File: src/rtl/srt_div_pkg.sv
// Shared types and constants for the radix-2 SRT divider.
// Holds the FSM state encoding, the redundant digit encoding and the default width.
package srt_div_pkg;

    // Default operand/result width.
    localparam int SRT_W = 8;

    // Digit-select threshold: |2*P2| must reach 2^W before a nonzero digit is chosen.
    localparam int SRT_THRESH = 1 << SRT_W;

    typedef enum logic [1:0] {
        S_IDLE = 2'd0,
        S_ITER = 2'd1,
        S_CORR = 2'd2
    } state_t;

    // Redundant quotient digit, packed as {pos, neg}.
    typedef enum logic [1:0] {
        DIG_ZERO = 2'b00,
        DIG_NEG  = 2'b01,
        DIG_POS  = 2'b10
    } digit_t;

endpackage

File: src/rtl/srt_qsel.sv
// SRT quotient-digit selection from the top four bits of T = 2*P2.
// Ports: TOP = T[W+2:W-1]; POS/NEG = one-hot digit {+1,-1}, both low for 0.
module srt_qsel
    import srt_div_pkg::*;
(
    input  logic [3:0] TOP,
    output logic       POS,
    output logic       NEG
);

    digit_t dig;

    // TOP[3] is the sign of T and TOP[2:1] its weight-2^W bits.
    // Positive T with any 2^W bit set means T >= 2^W.
    // Negative T with TOP[2:1] != 2'b11 means T < -2^W.
    always_comb begin
        dig = DIG_ZERO;
        unique case (TOP)
            4'b0010, 4'b0011,
            4'b0100, 4'b0101,
            4'b0110, 4'b0111: dig = DIG_POS;
            4'b1000, 4'b1001,
            4'b1010, 4'b1011,
            4'b1100, 4'b1101: dig = DIG_NEG;
            default:          dig = DIG_ZERO;
        endcase
    end

    assign {POS, NEG} = dig;

endmodule

File: src/rtl/srt_div_core.sv
// Radix-2 SRT iterative unsigned divider: one digit per clock, then one correction cycle.
// Ports: CLK, RST (sync, active-high); START/DVD/DSR_N/LZ request (DSR_N = divisor << LZ);
//        BUSY, DONE pulse, DVZ, Q, R (Q/R/DVZ held until the next DONE).
module srt_div_core
    import srt_div_pkg::*;
#(
    parameter int W  = SRT_W,
    parameter int LW = $clog2(W)
) (
    input  logic          CLK,
    input  logic          RST,
    input  logic          START,
    input  logic [W-1:0]  DVD,
    input  logic [W-1:0]  DSR_N,
    input  logic [LW-1:0] LZ,
    output logic          BUSY,
    output logic          DONE,
    output logic          DVZ,
    output logic [W-1:0]  Q,
    output logic [W-1:0]  R
);

    // Partial remainder width: |P2| <= D2 < 2^(W+1), and T = 2*P2 still fits.
    localparam int PW = W + 3;

    state_t        state, state_n;
    logic [PW-1:0] p2, p2_n;
    logic [PW-1:0] d2, d2_n;
    logic [PW-1:0] t;
    logic [PW-1:0] pc;
    logic [W-1:0]  qp, qp_n;
    logic [W-1:0]  qn, qn_n;
    logic [W-1:0]  qc;
    logic [W-1:0]  q_r, q_n;
    logic [W-1:0]  r_r, r_n;
    logic [LW-1:0] cnt, cnt_n;
    logic [LW-1:0] lz, lz_n;
    logic          done_r, done_n;
    logic          dvz_r, dvz_n;
    logic          pos, neg;

    // T = 2*P2; the top bit of P2 is never needed here because no overflow occurs.
    assign t = {p2[PW-2:0], 1'b0};

    srt_qsel u_qsel (
        .TOP (t[PW-1:PW-4]),
        .POS (pos),
        .NEG (neg)
    );

    always_ff @(posedge CLK) begin
        if (RST) begin
            state  <= S_IDLE;
            p2     <= '0;
            d2     <= '0;
            qp     <= '0;
            qn     <= '0;
            cnt    <= '0;
            lz     <= '0;
            q_r    <= '0;
            r_r    <= '0;
            done_r <= 1'b0;
            dvz_r  <= 1'b0;
        end else begin
            state  <= state_n;
            p2     <= p2_n;
            d2     <= d2_n;
            qp     <= qp_n;
            qn     <= qn_n;
            cnt    <= cnt_n;
            lz     <= lz_n;
            q_r    <= q_n;
            r_r    <= r_n;
            done_r <= done_n;
            dvz_r  <= dvz_n;
        end
    end

    always_comb begin
        state_n = state;
        p2_n    = p2;
        d2_n    = d2;
        qp_n    = qp;
        qn_n    = qn;
        cnt_n   = cnt;
        lz_n    = lz;
        q_n     = q_r;
        r_n     = r_r;
        done_n  = 1'b0;
        dvz_n   = dvz_r;
        qc      = qp - qn;
        pc      = p2;

        unique case (state)
            S_IDLE: begin
                if (START) begin
                    if (DSR_N == '0) begin
                        // Divide by zero finishes without leaving IDLE.
                        done_n = 1'b1;
                        dvz_n  = 1'b1;
                        q_n    = '1;
                        r_n    = DVD;
                    end else begin
                        p2_n    = {3'b000, DVD};
                        d2_n    = {2'b00, DSR_N, 1'b0};
                        qp_n    = '0;
                        qn_n    = '0;
                        cnt_n   = '0;
                        lz_n    = LZ;
                        state_n = S_ITER;
                    end
                end
            end

            S_ITER: begin
                if (pos) begin
                    p2_n = t - d2;
                end else if (neg) begin
                    p2_n = t + d2;
                end else begin
                    p2_n = t;
                end
                qp_n  = {qp[W-2:0], pos};
                qn_n  = {qn[W-2:0], neg};
                cnt_n = cnt + LW'(1);
                // LZ+1 digits in total.
                if (cnt == lz) begin
                    state_n = S_CORR;
                end
            end

            S_CORR: begin
                // A negative final remainder means the last digits overshot by one.
                if (p2[PW-1]) begin
                    qc = qp - qn - W'(1);
                    pc = p2 + d2;
                end
                q_n     = qc;
                // Undo the divisor normalisation and the extra factor of two in D2.
                r_n     = W'((pc >> 1) >> lz);
                done_n  = 1'b1;
                dvz_n   = 1'b0;
                state_n = S_IDLE;
            end

            default: begin
                state_n = S_IDLE;
            end
        endcase
    end

    assign BUSY = (state != S_IDLE);
    assign DONE = done_r;
    assign DVZ  = dvz_r;
    assign Q    = q_r;
    assign R    = r_r;

endmodule
File: config.mk
export PLATFORM = sky130hd
export DESIGN_NAME = srt_div_core
export DESIGN_NICKNAME = d
export VERILOG_FILES = /design/src/rtl/srt_div_pkg.sv /design/src/rtl/srt_qsel.sv /design/src/rtl/srt_div_core.sv
export SDC_FILE = /design/constraint.sdc
export NUM_CORES = 1
export LEC_CHECK = 0
export ABC_AREA = 1
export CORE_MARGIN = 2
export CORE_UTILIZATION = 40
export CTS_CLUSTER_SIZE = 25
export DETAILED_ROUTE_END_ITERATION = 10
export GPL_TIMING_DRIVEN = 1
export HOLD_SLACK_MARGIN = 0.05
export PLACE_DENSITY = 0.69
export RECOVER_POWER = 100
export SYNTH_ARGS = -nofsm -noshare
export SYNTH_HDL_FRONTEND = slang
export SYNTH_HIERARCHICAL = 1
export SYNTH_SLANG_ARGS = --single-unit
File: constraint.sdc
create_clock -name CLK -period 6.3 [get_ports CLK]
set_input_delay 1.26 -clock CLK [delete_from_list [all_inputs] [get_ports CLK]]
set_output_delay 1.26 -clock CLK [all_outputs]
set_load 0.02 [all_outputs]
==> run_results.csv, run 1 <==
group,metric,value,unit
status,status,"completed",
detailed_routing,drt_first_iter_violations,464,
floorplanning,pin_count,41,
logic_synthesis,ys_types,46,
worst_setup_path,arrival,4.51,ns
sta,fin_skew,0.01046,ns
worst_setup_path,required,6.50,ns
logic_synthesis,syn_nets,740,
logic_synthesis,yosysTopAreaCell,"dfxtp_1",
floorplanning,die_w,110.1,um
power,total_power,1217,uW
run,cap_violations,0,
logic_synthesis,ys_warn_count,6,
worst_setup_path,crit_top_cell,"nor2_1",
logic_synthesis,synth-edff-count,0,
placement,portBuffers,40,
sta,tightest_slew,1.211,ns
floorplanning,die_area,12110,um^2
cts,cts-root-buf,"clkbuf_8",
power,leakagePower,0.002347,uW
worst_setup_path,path_buf_inv,2,
placement,dp_hpwl,9890,um
worst_setup_path,critPathMaxStageDelay,0.92,ns
cts,clk_latency,0.36,ns
logic_synthesis,ys_seq_elements,61,
worst_setup_path,crit_path_end_kind,"register",
cts,htreeDepth,3,
cts,hold_buffers,0,
worst_setup_path,crit_family,"simple AND/OR/NAND/NOR gates",
worst_setup_path,cpMaxStageDelayCell,"nor2_1",
cts,cts_made_buffers,9,
final_layout,num-nets-final,765,
sta,min_period_over_period,0.6841,
detailed_routing,wirelength,13260,um
placement,gp_congestion,0.9908,
final_layout,antenna_cells,0,
placement,dp_slack,2.134,ns
min_path,hold_path.class,"register to register",
floorplanning,coreArea,10890,um^2
worst_setup_path,start_kind,"primary input",
sta,layout_setup_ws,1.990,ns
grt,grt_max_degree,35,
logic_synthesis,syn_inst,681,
detailed_routing,first_pass_iters,6,
logic_synthesis,synth_area_leaders,"dfxtp_1 (27%), nand2_1 (12%), ha_1 (9.2%), nand3_1 (8.3%), inv_1 (7.7%)",
sta,period_minus_slack,4.310,ns
power,ir_drop,130.1,uV
floorplanning,num_rows,38,
sta,fmaxAchievable,232.0,MHz
logic_synthesis,avgSynthCellArea,6.607,um^2
power,power_density,238.0,nW/um^2
logic_synthesis,async_reset_ff_frac,0,
cts,post_cts_buffers,0,
placement,dpl_cell_area,4946,um^2
sta,slew_viol_final,0,
worst_setup_path,crit_type,"primary input to register",
detailed_routing,wl_per_cell,15.58,um
final_layout,final_layout_size_suffix_gt1_frac,0.04782,
cts,cts_resized,0,
cts,cts_tree,"done",
cts,cts.sink_count,61,
sta,relSlewSlack,0.1896,
worst_setup_path,path_cells,"dlygate4sd3_1, nor2_1, nand2_1, nor2_1, nor2_1, nor2_1, inv_1, a21oi_1, nor4_1",
sta,setup_tns,0,ns
grt,first_global_vias,4368,
worst_setup_path,reg2reg_slack,3.52,ns
sta,rsz0062_at_grt,"false",
detailed_routing,via_count,4633,
grt,grt.total_usage,0.2323,
floorplanning,die-height,110.1,um
final_layout,area_growth,13.71,%
detailed_routing,viasPerCell,5.444,
grt,grt_overflow,0,
floorplanning,initial_core_util,0.4132,
detailed_routing,drc,0,
sta,finalHoldViolations,0,
logic_synthesis,synth_top_flop_cell,"dfxtp_1",
final_layout,num-fill-cells,1128,
grt,grt_first_pass_wirelength,21340,um
final_layout,final_util,0.4699,
grt,antenna_found_initial,0,
cts,clock_path_buffers,2,
worst_setup_path,crit_fanout,19,
cts,cts.reportedPaths.clkPinSlew,0.07,ns
logic_synthesis,yosysSeqAreaShare,0.2714,
final_layout,final_area,5116,um^2
logic_synthesis,yosysTopAreaCellShare,0.2714,
sta,setup_viol,0,
logic_synthesis,synth_area,4499,um^2
detailed_routing,ant_nets,0,
==> metrics by stage <==
stage,cells,hold slack (ns)
2_1_floorplan,681,0.4610
3_3_place_gp,835,0.4815
3_5_place_dp,835,0.4873
4_1_cts,851,0.4971
5_1_grt,851,0.5234
6_report,851,0.4977
==> final timing paths <==
check / start / endpoint / depth (start not counted)
worst max-delay path: DSR_N[0] / cnt[2]$_SDFFE_PP0P_ / 9
worst min-delay path: Q[1]$_SDFFE_PP0P_ / Q[1]$_SDFFE_PP0P_ / 2
worst max register to register: state[1]$_SDFFE_PP0P_ / cnt[2]$_SDFFE_PP0P_ / 7
worst min register to register: Q[1]$_SDFFE_PP0P_ / Q[1]$_SDFFE_PP0P_ / 2
==> kinds of logic after synthesis <==
| group | after synthesis | share of synthesized area |
|---|---|---|
| AO/OA/AOI/OAI | 153 | 0.1949 |
| XOR/XNOR | 12 | 0.02336 |
| adder cells (fa/ha/maj) | 37 | 0.1096 |
| buffers and inverters | 123 | 0.1096 |
| flip-flops | 61 | 0.2714 |
| AND/OR/NAND/NOR | 295 | 0.2912 |
==> per-layer routing <==
layer / GRT usage / vias to the layer above / wire length [um]
met5: 0 / - / 0
met4: 0.09313 / 0 / 480
met3: 0.05585 / 37 / 736
met2: 0.3861 / 135 / 6193
met1: 0.2884 / 2141 / 5849
li1: - / 2320 / -
==> layout by cell type (no fill, tap or decap), drive strengths merged, types with 2 or more instances in the layout <==
cell type / instances
o22ai: 3
clkbuf: 9
xnor2: 6
o21bai: 3
a21oi: 63
nand3: 76
o32ai: 9
nor2: 53
dlygate4sd3: 21
o221ai: 2
nor3: 3
fa: 4
clkinv: 6
o211ai: 8
a31oi: 5
clkdlybuf4s50: 19
ha: 33
o21ai: 51
inv: 96
or2: 10
nand4: 5
nand2: 143
nand3b: 2
dfxtp: 61
a211oi: 3
xor2: 6
==> sequential cells by signal, indices dropped and copies added, names as in the netlist, 2 cells and up <==
name and flops:
p2 11, cnt 3, qn 8, lz 3, d2 8, R 8, qp 8, state 2
Q 8
==> where the power goes <==
group	internal, uW	total, uW	switching, uW
logic	144	413	269
registers	413	455	42.6
clock network	180	349	169
==> worst register-to-register path, stage by stage (launching register included) <==
cell and delay (ns):
dfxtp_1 0.38, inv_1 0.12, nand2_1 0.08, nor2_1 0.06, nor2_1 0.92, inv_1 0.65
a21oi_1 0.33, nor4_1 0.07
==> cell type report <==
cell class	instances	area, um^2	area share
Clock buffer	9	123.9	0.02421
Inverter	97	364.1	0.07117
Clock inverter	7	66.31	0.01296
Timing Repair Buffer	40	400.4	0.07826
Multi-Input combinational cell	497	2765	0.5405
Sequential cell	61	1221	0.2387
Tap cell	140	175.2	0.03424
==> synthesized netlist by cell type, types with 3 or more instances <==
cell type	number
nand2_1	141
inv_1	92
nand3_1	75
a21oi_1	63
dfxtp_1	61
o21ai_0	50
nor2_1	47
ha_1	33
buf_2	12
clkbuf_1	10
o32ai_1	9
o211ai_1	8
or2_2	8
xnor2_1	6
xor2_1	6
a31oi_1	5
nand4_1	5
fa_1	4
inv_2	4
nor2_4	4
a211oi_1	3
o21bai_1	3
o22ai_1	3
No activity file was read; power rests on OpenSTA's default activity.
==> run 2: changes to the inputs <==
==> constraint.sdc (replaced) <==
create_clock -name CLK -period 4.5 [get_ports CLK]
set_input_delay 0.9 -clock CLK [delete_from_list [all_inputs] [get_ports CLK]]
set_output_delay 0.9 -clock CLK [all_outputs]
set_load 0.02 [all_outputs]
==> run 2 against run 1 <==
Sequential share of layout area decreased by 0.28 points. Combinational power increased by 40%. Non-clock buffer count is 2 higher. Critical endpoint unchanged. Largest cell class unchanged.
==> run_results.csv, run 2 (synthesis results as in run 1) <==
group,metric,value,unit
detailed_routing,first_pass_iters,5,
floorplanning,die-height,110.1,um
final_layout,largest_reg_flops,11,
detailed_routing,ant_nets,0,
worst_setup_path,reg2reg_from,"p2[1]$_SDFFE_PP0P_",
min_path,hold_start,"qn[0]$_SDFFE_PP0P_",
cts,cts_tree,"done",
worst_setup_path,required,4.77,ns
power,leakagePower,0.002373,uW
detailed_routing,wirelength,13170,um
final_layout,multi_input_area,2768,um^2
final_layout,seq_area,1221,um^2
placement,gp_congestion,0.9672,
status,status,"completed",
sta,setup_tns,0,ns
worst_setup_path,crit_path_end_kind,"register",
grt,grt.total_usage,0.2285,
worst_setup_path,r2r-end,"R[3]$_SDFFE_PP0P_",
cts,cts.sink_count,61,
detailed_routing,drc,0,
worst_setup_path,crit_type,"primary input to register",
sta,fin_skew,0.003036,ns
sta,finalHoldViolations,0,
detailed_routing,viasPerCell,5.477,
placement,portBuffers,40,
cts,post_cts_buffers,0,
floorplanning,pin_count,41,
floorplanning,die_area,12110,um^2
grt,first_global_vias,4419,
sta,tightest_slew,1.168,ns
cts,clk_latency,0.35,ns
sta,setup_viol,0,
cts,cts_made_buffers,9,
power,power_density,347.0,nW/um^2
final_layout,area_growth,15.04,%
floorplanning,die_w,110.1,um
detailed_routing,wl_per_cell,15.43,um
sta,fmaxAchievable,300.4,MHz
floorplanning,coreArea,10890,um^2
detailed_routing,via_count,4672,
worst_setup_path,crit_fanout,19,
detailed_routing,drt_first_iter_violations,392,
min_path,hold_path.class,"register to register",
run,cap_violations,0,
cts,hold_buffers,0,
final_layout,top_register,"p2",
sta,relSlewSlack,0.2184,
final_layout,antenna_cells,0,
floorplanning,initial_core_util,0.4132,
sta,min_period_over_period,0.7398,
sta,period_minus_slack,3.329,ns
power,ir_drop,172.8,uV
grt,grt_max_degree,29,
min_path,hold_depth,2,
cts,cts.reportedPaths.clkPinSlew,0.07,ns
final_layout,layout.cells.most_common,"nand2_1",
worst_setup_path,arrival,3.60,ns
final_layout,num-fill-cells,1094,
grt,grt_overflow,0,
placement,dp_hpwl,9964,um
min_path,hold_end,"qn[1]$_SDFFE_PP0P_",
worst_setup_path,start_kind,"primary input",
final_layout,final_layout_size_suffix_gt1_frac,0.05330,
grt,grt_first_pass_wirelength,21310,um
final_layout,num-nets-final,767,
sta,rsz0062_at_grt,"false",
sta,slew_viol_final,0,
cts,cts-root-buf,"clkbuf_8",
final_layout,most-common-layout-cells,"nand2_1 (142), inv_1 (92), nand3_1 (75)",
grt,antenna_found_initial,0,
cts,htreeDepth,3,
floorplanning,num_rows,38,
power,total_power,1796,uW
cts,cts_resized,0,
cts,clock_path_buffers,2,
worst_setup_path,reg2reg_slack,2.06,ns
worst_setup_path,reg2reg_depth,16,
run 2: changes by cell type in the layout (fill, tap and decap cells not counted):
| cell | delta |
|---|---|
| buf_4 | +2 |
| bufinv_16 | +1 |
| clkbuf_8 | +2 |
| clkdlybuf4s50_1 | +1 |
| clkinv_2 | -3 |
| clkinv_4 | -1 |
| dlygate4sd3_1 | -1 |
| inv_1 | -1 |
| inv_2 | +1 |
| inv_6 | +1 |
| nor2_1 | -1 |
| nor2_2 | +1 |
run 2: critical path, stage by stage:
cell           delay (ns)
dlygate4sd3_1        0.57
nor2_1               0.15
nand2_1              0.08
nor2_1               0.16
nor2_2               0.07
nor2_1               0.88
inv_2                0.38
and3_1               0.26
nor4_1               0.14
run 2: where the power goes:
group | switching, uW | total [uW] | leakage (uW) | internal (uW)
sequential | 61.4 | 639 | 0.000497 | 578
combinational | 375 | 578 | 0.00176 | 203
clock | 236 | 579 | 0.000116 | 343
run 2: worst max path at each step:
stage	endpoint	depth (start not counted)	start	slack, ns
floorplan	Q[6]$_SDFFE_PP0P_	11	qp[0]$_SDFFE_PP0P_	2.44
global placement	qp[5]$_SDFFE_PP0P_	6	RST	1.55
detailed placement	qn[0]$_SDFFE_PP0P_	6	RST	1.51
CTS	qn[0]$_SDFFE_PP0P_	6	RST	1.88
global route	cnt[2]$_SDFFE_PP0P_	9	DSR_N[3]	0.85
finish	cnt[2]$_SDFFE_PP0P_	9	DSR_N[3]	1.17
run 2: routing by layer:
| metal | up-vias | GRT usage | wire length, um |
|---|---|---|---|
| li1 | 2324 | - | - |
| met1 | 2143 | 0.3012 | 5879 |
| met2 | 170 | 0.3681 | 5975 |
| met3 | 35 | 0.04292 | 919 |
| met4 | 0 | 0.09042 | 391 |
| met5 | - | 0 | 0 |
run 2: metrics by stage:
| step | utilization | setup slack [ns] | instance area (um^2) | hold slack (ns) | cells |
|---|---|---|---|---|---|
| after floorplan | - | 2.445 | 4499 | 0.4610 | 681 |
| after global placement | 0.4556 | 1.552 | 4961 | 0.4833 | 837 |
| after detailed placement | 0.4556 | 1.515 | 4961 | 0.4866 | 837 |
| after CTS | 0.4770 | 1.876 | 5194 | 0.4979 | 853 |
| after global routing | 0.4754 | 0.8495 | 5176 | 0.5141 | 853 |
| final | 0.4754 | 1.171 | 5176 | 0.4992 | 853 |
run 2: cell type report:
class	instances	share of cell area
Clock inverter	5	0.01571
Tap cell	140	0.03384
Timing Repair Buffer	42	0.08025
Sequential cell	61	0.2359
Multi-Input combinational cell	497	0.5347
Clock buffer	11	0.02925
Inverter	97	0.07034
==> run 3: changes to the inputs <==
--- a/config.mk
+++ b/config.mk
@@ -12,7 +12,7 @@
 export DETAILED_ROUTE_END_ITERATION = 10
 export GPL_TIMING_DRIVEN = 1
 export HOLD_SLACK_MARGIN = 0.05
-export PLACE_DENSITY = 0.69
+export PLACE_DENSITY = 0.71
 export RECOVER_POWER = 100
 export SYNTH_ARGS = -nofsm -noshare
 export SYNTH_HDL_FRONTEND = slang
==> constraint.sdc (replaced) <==
create_clock -name CLK -period 2.8 [get_ports CLK]
set_input_delay 0.56 -clock CLK [delete_from_list [all_inputs] [get_ports CLK]]
set_output_delay 0.56 -clock CLK [all_outputs]
set_load 0.02 [all_outputs]
==> run 3 against run 2 <==
Clock skew increased by 0.0049 ns. Critical path depth unchanged. Clock power increased by 39%. Register-to-register slack got worse by 1.6 ns. Flip-flop and latch count unchanged. Count of clock-buffer cells in the layout decreased by 2. Total power increased by 54%. Final cell count increased by 0.70%. Via count decreased by 1.3%. Final area increased by 0.29%. Critical path type unchanged.
==> run_results.csv, run 3 (synthesis results as in run 1) <==
group,metric,value,unit
status,status,"completed",
final_layout,layout.cells.most_common,"nand2_1",
cts,cts.reportedPaths.clkPinSlew,0.08,ns
final_layout,largest_reg_flops,11,
final_layout,final_area,5191,um^2
worst_setup_path,crit_fanout,17,
grt,first_global_vias,4325,
cts,clk_latency,0.36,ns
cts,cts_made_buffers,9,
detailed_routing,drc,0,
detailed_routing,first_pass_iters,6,
worst_setup_path,start_kind,"primary input",
power,ir_drop,274.9,uV
placement,numPlacedInstances,843,
floorplanning,pin_count,41,
sta,tightest_slew,0.9722,ns
placement,dpl_cell_area,5019,um^2
cts,cts_tree,"done",
detailed_routing,wl_per_cell,14.68,um
final_layout,area_growth,15.38,%
placement,gp_congestion,0.9355,
final_layout,antenna_cells,0,
final_layout,most-common-layout-cells,"nand2_1 (142), inv_1 (94), nand3_1 (75)",
worst_setup_path,reg2reg_from,"p2[1]$_SDFFE_PP0P_",
detailed_routing,via_count,4609,
final_layout,fin_cells,859,
cts,cts_resized,0,
power,power_density,532.1,nW/um^2
sta,rsz0062_at_grt,"false",
worst_setup_path,crit_path_end_kind,"register",
cts,cts.sink_count,61,
floorplanning,coreArea,10890,um^2
min_path,hold_path.class,"register to register",
final_layout,top_register,"p2",
cts,htreeDepth,3,
detailed_routing,drt_first_iter_violations,424,
placement,portBuffers,40,
sta,fin_skew,0.007906,ns
floorplanning,die_w,110.1,um
grt,grt_first_pass_wirelength,20410,um
grt,grt_overflow,0,
floorplanning,die_area,12110,um^2
cts,cts-root-buf,"clkbuf_8",
worst_setup_path,arrival,2.68,ns
sta,finalHoldViolations,0,
worst_setup_path,required,3.07,ns
floorplanning,initial_core_util,0.4132,
cts,hold_buffers,0,
sta,slew_viol_final,0,
run,cap_violations,0,
detailed_routing,ant_nets,0,
cts,clock_path_buffers,2,
cts,post_cts_buffers,0,
sta,setup_viol,0,
sta,setup_tns,0,ns
worst_setup_path,reg2reg_slack,0.44,ns
worst_setup_path,cp-startpoint,"DSR_N[3]",
sta,period_minus_slack,2.413,ns
final_layout,num-nets-final,773,
power,leakagePower,0.002382,uW
grt,grt_max_degree,28,
power,total_power,2762,uW
grt,grt.total_usage,0.2174,
detailed_routing,viasPerCell,5.366,
grt,antenna_found_initial,0,
floorplanning,num_rows,38,
sta,relSlewSlack,0.3495,
final_layout,final_layout_size_suffix_gt1_frac,0.05424,
floorplanning,die-height,110.1,um
sta,hold_slack,0.4982,ns
worst_setup_path,crit_type,"primary input to register",
placement,dp_hpwl,9660,um
sta,fmaxAchievable,414.4,MHz
min_path,hold_start,"qn[0]$_SDFFE_PP0P_",
sta,min_period_over_period,0.8617,
detailed_routing,wirelength,12610,um
==> run 3: cell types whose count changed in the layout (fill, tap and decap cells not counted), moves of 2 or more <==
cell      change
clkbuf_1      +2
clkbuf_8      -2
inv_2         -2
inv_1         +2
clkinv_4      +3
buf_4         +3
==> run 3: final timing paths <==
kind / end / depth (start not counted)
setup / recovery: p2[1]$_SDFFE_PP0P_ / 9
hold / removal: qn[1]$_SDFFE_PP0P_ / 2
setup reg to reg: R[3]$_SDFFE_PP0P_ / 17
hold reg to reg: qn[1]$_SDFFE_PP0P_ / 2
==> run 3: cell type report <==
| type | instances | area, um^2 |
|---|---|---|
| clock buffer | 9 | 123.9 |
| clock inverter | 7 | 76.32 |
| fill | 1086 | 5697 |
| inverter | 97 | 364.1 |
| multi-input combinational | 497 | 2765 |
| sequential | 61 | 1221 |
| tap | 140 | 175.2 |
| timing repair buffer | 48 | 465.4 |
==> run 3: power by group <==
| part | switching, uW | total (uW) | leakage (uW) | internal, uW |
|---|---|---|---|---|
| Sequential | 94.2 | 1020 | 0.000497 | 928 |
| Combinational | 598 | 938 | 0.00179 | 340 |
| Clock | 390 | 802 | 0.0000954 | 413 |
| Total | 1080 | 2760 | 0.00238 | 1680 |
==> run 3: metrics by stage <==
step	utilization	setup WS, ns
global placement	0.4609	0.4336
CTS	0.4793	0.4725
floorplan	-	0.7449
finish	0.4768	0.3872
detailed placement	0.4609	0.3562
global route	0.4768	0.1858
==> run 3: routing by layer <==
| layer | GRT usage | vias up | wire length, um |
|---|---|---|---|
| li1 | - | 2329 | - |
| met3 | 0.05467 | 28 | 917 |
| met4 | 0.07324 | 0 | 283 |
| met5 | 0 | - | 0 |
| met1 | 0.2803 | 2083 | 5580 |
| met2 | 0.3536 | 169 | 5828 |
==> run 3: critical path, cell delays in order <==
cell	delay (ns)
dlygate4sd3_1	0.56
nor2_1	0.09
nand2_1	0.10
nor2_1	0.19
nor2_1	0.13
nor2_4	0.10
clkbuf_1	0.61
a221oi_1	0.11
a211oi_1	0.23
